### src/rtl/servo_pkg.sv
// Shared defaults and arithmetic helpers for the servo bank.
package servo_pkg;

  localparam int DEF_NUM_CH     = 6;
  localparam int DEF_DUTY_W     = 7;
  localparam int DEF_DUTY_MAX   = 99;
  localparam int DEF_PRESCALE   = 1000;
  localparam int DEF_JOG_DIV    = 5000000;
  localparam int DEF_SLEW_STEP  = 1;
  localparam int DEF_RESET_DUTY = 0;

  // Bits needed to index n values, never less than one.
  function automatic int idx_w(input int n);
    return (n > 1) ? $clog2(n) : 1;
  endfunction

  // Width of the channel address.
  function automatic int ch_w(input int n);
    return idx_w(n);
  endfunction

  // Jog one unit up or down, clamped to 0..max_v; both or neither holds.
  function automatic int sat_step(input int v, input logic up, input logic dn,
                                  input int max_v);
    if (up && !dn) return (v >= max_v) ? max_v : v + 1;
    if (dn && !up) return (v <= 0) ? 0 : v - 1;
    return v;
  endfunction

  // Move cur toward tgt by at most step, landing exactly on tgt.
  function automatic int slew_step(input int cur, input int tgt, input int step);
    if (cur < tgt) return (tgt - cur > step) ? cur + step : tgt;
    if (cur > tgt) return (cur - tgt > step) ? cur - step : tgt;
    return cur;
  endfunction

endpackage

### src/rtl/servo_pwm_channel.sv
// One PWM channel: period-latched shadow duty and registered comparator.
module servo_pwm_channel #(
  parameter int DUTY_W     = 7,
  parameter int STEP_W     = 7,
  parameter int RESET_DUTY = 0
) (
  input  logic              clock,
  input  logic              reset,
  input  logic              period_start,
  input  logic [DUTY_W-1:0] duty,
  input  logic [STEP_W-1:0] step,
  output logic              pwm
);

  logic [DUTY_W-1:0] shadow_q, shadow_d;
  logic              pwm_q, pwm_d;

  // Latch duty only at the period start so a period never changes mid-way.
  always_comb begin
    shadow_d = period_start ? duty : shadow_q;
    pwm_d    = (int'(step) < int'(shadow_d));
  end

  // Shadow and output registers.
  always_ff @(posedge clock) begin
    if (reset) begin
      shadow_q <= DUTY_W'(RESET_DUTY);
      pwm_q    <= 1'b0;
    end else begin
      shadow_q <= shadow_d;
      pwm_q    <= pwm_d;
    end
  end

  assign pwm = pwm_q;

endmodule

### src/rtl/servo_bank.sv
// Multi-channel servo controller: joystick jog, processor writes,
// slew-limited current duty and registered PWM per channel.
module servo_bank
  import servo_pkg::*;
#(
  parameter int NUM_CH     = DEF_NUM_CH,
  parameter int DUTY_W     = DEF_DUTY_W,
  parameter int DUTY_MAX   = DEF_DUTY_MAX,
  parameter int PRESCALE   = DEF_PRESCALE,
  parameter int JOG_DIV    = DEF_JOG_DIV,
  parameter int SLEW_STEP  = DEF_SLEW_STEP,
  parameter int RESET_DUTY = DEF_RESET_DUTY,
  localparam int CH_W      = ch_w(NUM_CH)
) (
  input  logic              clock,
  input  logic              reset,
  input  logic              js_u,
  input  logic              js_d,
  input  logic              js_l,
  input  logic              js_r,
  input  logic              mode,
  input  logic              wr_en,
  input  logic [CH_W-1:0]   wr_addr,
  input  logic [DUTY_W-1:0] wr_data,
  input  logic [CH_W-1:0]   rd_addr,
  output logic [DUTY_W-1:0] rd_data,
  output logic [CH_W-1:0]   sel,
  output logic              tick,
  output logic [NUM_CH-1:0] pwm
);

  localparam int PS_W = idx_w(PRESCALE);
  localparam int TK_W = idx_w(JOG_DIV);
  localparam int ST_W = idx_w(DUTY_MAX + 1);

  // Button order in the synchronizer vectors: {u, d, l, r}.
  logic [3:0]                   js_meta_q, js_sync_q;
  logic [TK_W-1:0]              tick_cnt_q, tick_cnt_d;
  logic [CH_W-1:0]              sel_q, sel_d;
  logic [NUM_CH-1:0][DUTY_W-1:0] target_q, target_d;
  logic [NUM_CH-1:0][DUTY_W-1:0] current_q, current_d;
  logic [PS_W-1:0]              ps_q, ps_d;
  logic [ST_W-1:0]              step_q, step_d;
  logic                         jog_en, ju, jd, jl, jr, ps_wrap, period_start;

  // Tick divider and jog selection.
  always_comb begin
    tick       = (tick_cnt_q == TK_W'(JOG_DIV - 1));
    tick_cnt_d = tick ? '0 : tick_cnt_q + 1'b1;
    {ju, jd, jl, jr} = js_sync_q;
    jog_en     = tick && !mode;
    sel_d      = sel_q;
    if (jog_en && jr && !jl)
      sel_d = (sel_q == CH_W'(NUM_CH - 1)) ? '0 : sel_q + 1'b1;
    else if (jog_en && jl && !jr)
      sel_d = (sel_q == '0) ? CH_W'(NUM_CH - 1) : sel_q - 1'b1;
  end

  // Targets (jog then write, so a write wins) and slew from pre-tick targets.
  always_comb begin
    target_d  = target_q;
    current_d = current_q;
    for (int i = 0; i < NUM_CH; i++) begin
      if (tick)
        current_d[i] = DUTY_W'(slew_step(int'(current_q[i]), int'(target_q[i]),
                                         SLEW_STEP));
      if (jog_en && (CH_W'(i) == sel_q))
        target_d[i] = DUTY_W'(sat_step(int'(target_q[i]), ju, jd, DUTY_MAX));
      if (wr_en && (CH_W'(i) == wr_addr))
        target_d[i] = (int'(wr_data) > DUTY_MAX) ? DUTY_W'(DUTY_MAX) : wr_data;
    end
  end

  // PWM prescaler/step counters; period start is when both wrap to zero.
  always_comb begin
    ps_wrap = (ps_q == PS_W'(PRESCALE - 1));
    ps_d    = ps_wrap ? '0 : ps_q + 1'b1;
    step_d  = step_q;
    if (ps_wrap)
      step_d = (step_q == ST_W'(DUTY_MAX)) ? '0 : step_q + 1'b1;
    period_start = (ps_d == '0) && (step_d == '0);
  end

  // Readback mux; unmapped addresses return zero.
  always_comb begin
    rd_data = '0;
    for (int i = 0; i < NUM_CH; i++)
      if (CH_W'(i) == rd_addr) rd_data = current_q[i];
  end

  // State registers.
  always_ff @(posedge clock) begin
    if (reset) begin
      js_meta_q  <= '0;
      js_sync_q  <= '0;
      tick_cnt_q <= '0;
      sel_q      <= '0;
      target_q   <= {NUM_CH{DUTY_W'(RESET_DUTY)}};
      current_q  <= {NUM_CH{DUTY_W'(RESET_DUTY)}};
      ps_q       <= '0;
      step_q     <= '0;
    end else begin
      js_meta_q  <= {js_u, js_d, js_l, js_r};
      js_sync_q  <= js_meta_q;
      tick_cnt_q <= tick_cnt_d;
      sel_q      <= sel_d;
      target_q   <= target_d;
      current_q  <= current_d;
      ps_q       <= ps_d;
      step_q     <= step_d;
    end
  end

  assign sel = sel_q;

  for (genvar g = 0; g < NUM_CH; g++) begin : g_ch
    servo_pwm_channel #(
      .DUTY_W    (DUTY_W),
      .STEP_W    (ST_W),
      .RESET_DUTY(RESET_DUTY)
    ) u_ch (
      .clock       (clock),
      .reset       (reset),
      .period_start(period_start),
      .duty        (current_q[g]),
      .step        (step_d),
      .pwm         (pwm[g])
    );
  end

endmodule

### config.mk
export PLATFORM = sky130hd
export DESIGN_NAME = servo_bank
export DESIGN_NICKNAME = d
export VERILOG_FILES = /design/src/rtl/servo_pkg.sv /design/src/rtl/servo_pwm_channel.sv /design/src/rtl/servo_bank.sv
export SDC_FILE = /design/constraint.sdc
export NUM_CORES = 1
export LEC_CHECK = 0
export CAP_MARGIN = 20
export CORE_ASPECT_RATIO = 1.25
export CORE_MARGIN = 1
export CORE_UTILIZATION = 65
export CTS_CLUSTER_SIZE = 10
export DETAILED_ROUTE_END_ITERATION = 7
export GPL_ROUTABILITY_DRIVEN = 1
export PLACE_DENSITY = 0.94
export SYNTH_ARGS = -nofsm -noshare
export SYNTH_HDL_FRONTEND = slang
export SYNTH_SLANG_ARGS = --single-unit
### constraint.sdc
create_clock -name clock -period 6.6 [get_ports clock]
set_input_delay 0.66 -clock clock [delete_from_list [all_inputs] [get_ports clock]]
set_output_delay 0.66 -clock clock [all_outputs]
set_load 0.005 [all_outputs]
==> reports/results.txt <==
Clock Skew -> 0.01281 ns
wire per inst -> 20.45 um
1st-iter DRT viols -> 2,553
largest net degree at the start of global routing -> 76
area delta synth->final -> 5.489%
worst vdd ir -> 0.1734 mV
worst-path maximum fanout -> 42
Reg2Reg Setup Slack -> 1.45 ns
vias in the first global route -> 17,010
PwrDens -> 157.6 nW/um^2
num rows -> 65
FF-to-FF End -> g_ch[0].u_ch.pwm$_SDFF_PP0_
via count -> 17,740
Worst-Skew Late Latency -> 0.46 ns
antenna violations before repair -> 1
post-CTS sizing -> 0
final cell count without fillers -> 2,514
worst path arrival time -> 5.55 ns
Post-synth top flop -> dfxtp_1
WP data required -> 6.99 ns
CTS tree -> done
clock slew at reported path FFs -> 0.08 ns
first-pass iteration count of the detailed router -> 8
clk sink count -> 183
worst hold endpoint -> tick_cnt_q[0]$_SDFF_PP0_
P_leak -> 6.832 nW
outcome -> finished clean
Post-CTS Hold Fix Bufs -> 0
Hold Crit Depth -> 1
highest clock rate -> 194.1 MHz
EDFF count, synth -> 0
FFs w/ async S/R, synth -> 0%
detailed-route vias per instance -> 7.055
htree depth -> 4
max-cap viol count -> 0
hpwl dp -> 36,640 um
deepest clock path buffer count -> 2
CTS Root Cell -> clkbuf_16
# setup viols final -> 0
Avg Cell Area, Syn -> 7.591 um^2
Synth cell types -> 86
max-slew violation count -> 0
flops & latches, synth -> 183
R2R cell count -> 14
Top Ports -> 38
total track usage -> 38.14%
Least-Margin Pin Slew -> 1.231 ns
Initial Utilization -> 66.62%
Synth area leader -> dfxtp_1
critical path class -> reg -> reg
mapped cell area -> 16,960 um^2
Synthesized Nets -> 2,425
global placer's final weighted congestion -> 1.006
die area -> 26,740 um^2
Die Width -> 146.5 um
die height -> 182.6 um
share of layout cells above drive strength 1 -> 3.258%
element type at the critical path end -> register
Worst Hold Slack -> 0.4714 ns
Startpoint Class -> register
cts bufs inserted -> 17
gr ovfl total -> 0
number of diodes -> 0
Remaining DRCs -> 0
final setup TNS -> 0 ns
buffer count from post-CTS setup fixing -> 0
RSZ-0062 raised after global routing -> false
Mapped Cells -> 2,234
post-synthesis sequential area ratio -> 21.60%
placed insts -> 2,482
Core Area -> 25,460 um^2
Hold Crit Start -> tick_cnt_q[0]$_SDFF_PP0_
Nets -> 2,357
Yosys warnings -> 0
final wirelength -> 51,410 um
worst relative slew slack -> 17.78%
Reg2Reg Launch Point -> ps_q[9]$_SDFF_PP0_
fin crit share -> 78.05%
Final Critical Period -> 5.151 ns
post-route ant nets -> 0
global-route wire length before repair -> 83,250 um
Synth top area share -> 21.60%
ranking of synthesized cells by area -> dfxtp_1, ha_1, mux2i_1
HP Class -> reg -> reg
Hold Violations, Final -> 0
PortBufs -> 37
## power breakdown
group | leakage, nW | total [mW] | internal, mW | switching, mW
clock | 0.313 | 1.13 | 0.630 | 0.499
combinational | 5.04 | 0.551 | 0.209 | 0.342
sequential | 1.48 | 1.14 | 1.12 | 0.0246
## layout make-up
cell class              count  area, um^2
inverters                 120       450.4
multi-input cells        1798       12290
clock inverters            13       182.7
clock buffers              19       452.9
repair buffers             46       435.4
fillers                  1966        7566
flip-flops and latches    183        3664
well taps                 335       419.2
## cell families after synthesis
group,Yosys count,share of synthesized area (%)
AO/OA/AOI/OAI,637,25.48
XOR/XNOR,95,4.906
adder cells (fa/ha/maj),170,13.07
buffers and inverters,253,5.961
flip-flops,183,21.60
multiplexers,103,6.102
AND/OR/NAND/NOR,793,22.87
## flip-flops by register name, summed over array words and instances, names as in the netlist, 4 cells and up
name / count
js_sync_q: 4
ps_q: 10
g_ch.u_ch.shadow_q: 42
step_q: 7
g_ch.u_ch.pwm: 6
target_q: 42
js_meta_q: 4
current_q: 42
tick_cnt_q: 23
## Yosys cell counts, types with 16 or more instances
cell type / n
nand2b_1: 38
o21ai_0: 107
nand4_1: 21
nand3_1: 97
and3_1: 24
a21o_1: 23
nor2_1: 229
dfxtp_1: 183
ha_1: 158
clkbuf_1: 112
a211o_1: 20
a211oi_1: 42
inv_1: 119
o31ai_1: 16
nand2_1: 165
xnor2_1: 58
nor2b_1: 27
xor2_1: 37
mux2i_1: 100
or3_1: 17
nor4_1: 23
nor3_1: 71
and2_1: 23
o211ai_1: 29
a21oi_1: 167
a31oi_1: 28
o221ai_1: 16
## worst max path at each step
stage	start	end	slack, ns	cells past startpoint
floorplan	ps_q[3]$_SDFF_PP0_	g_ch[2].u_ch.pwm$_SDFF_PP0_	2.54	14
detailed placement	ps_q[0]$_SDFF_PP0_	g_ch[4].u_ch.pwm$_SDFF_PP0_	1.71	15
global route	ps_q[0]$_SDFF_PP0_	g_ch[0].u_ch.pwm$_SDFF_PP0_	1.02	15
CTS	ps_q[9]$_SDFF_PP0_	g_ch[0].u_ch.pwm$_SDFF_PP0_	1.54	14
finish	ps_q[9]$_SDFF_PP0_	g_ch[0].u_ch.pwm$_SDFF_PP0_	1.45	14
global placement	ps_q[9]$_SDFF_PP0_	g_ch[2].u_ch.pwm$_SDFF_PP0_	1.99	14
## per-stage QoR
step,setup slack (ns),power (mW),util [%],instance area (um^2)
finish,1.449,2.819,70.28,17890
global route,1.015,2.898,70.28,17890
CTS,1.543,2.789,70.28,17890
detailed placement,1.711,1.689,67.78,17250
global placement,1.990,1.673,67.78,17250
floorplan,2.536,1.567,-,16960
## layout by cell type (no fill, tap or decap), types with 23 or more instances in the layout
cell               n
o211ai_1          29
a21oi_1          167
o21ai_0          107
and3_1            24
nand2b_1          38
nor3_1            71
inv_1            119
nor2_1           229
xor2_1            37
mux2i_1          100
and2_1            23
clkdlybuf4s50_1   36
a31oi_1           28
nor4_1            23
a21o_1            23
xnor2_1           58
nand3_1           97
dfxtp_1          183
a211oi_1          42
ha_1             158
nor2b_1           27
nand2_1          165
## worst max-delay path: stages, from the launching register on
cell,delay [ns]
dfxtp_1,0.40
or3b_1,0.43
nor3_2,0.56
nand2_1,0.14
a22oi_1,0.26
inv_1,0.28
nor4_4,0.32
buf_4,0.62
mux2i_1,0.35
ha_1,0.29
a21o_1,0.16
a211o_1,0.30
a2111oi_0,0.65
a21oi_1,0.19
o21ai_1,0.12
## per-layer routing
layer / wire length, um / GRT usage, %
met1: 19370 / 45.61
met2: 23690 / 62.99
met3: 5483 / 7.225
met4: 2856 / 23.88
met5: 13 / 0
Note: power is estimated with default switching activity, not from simulation.
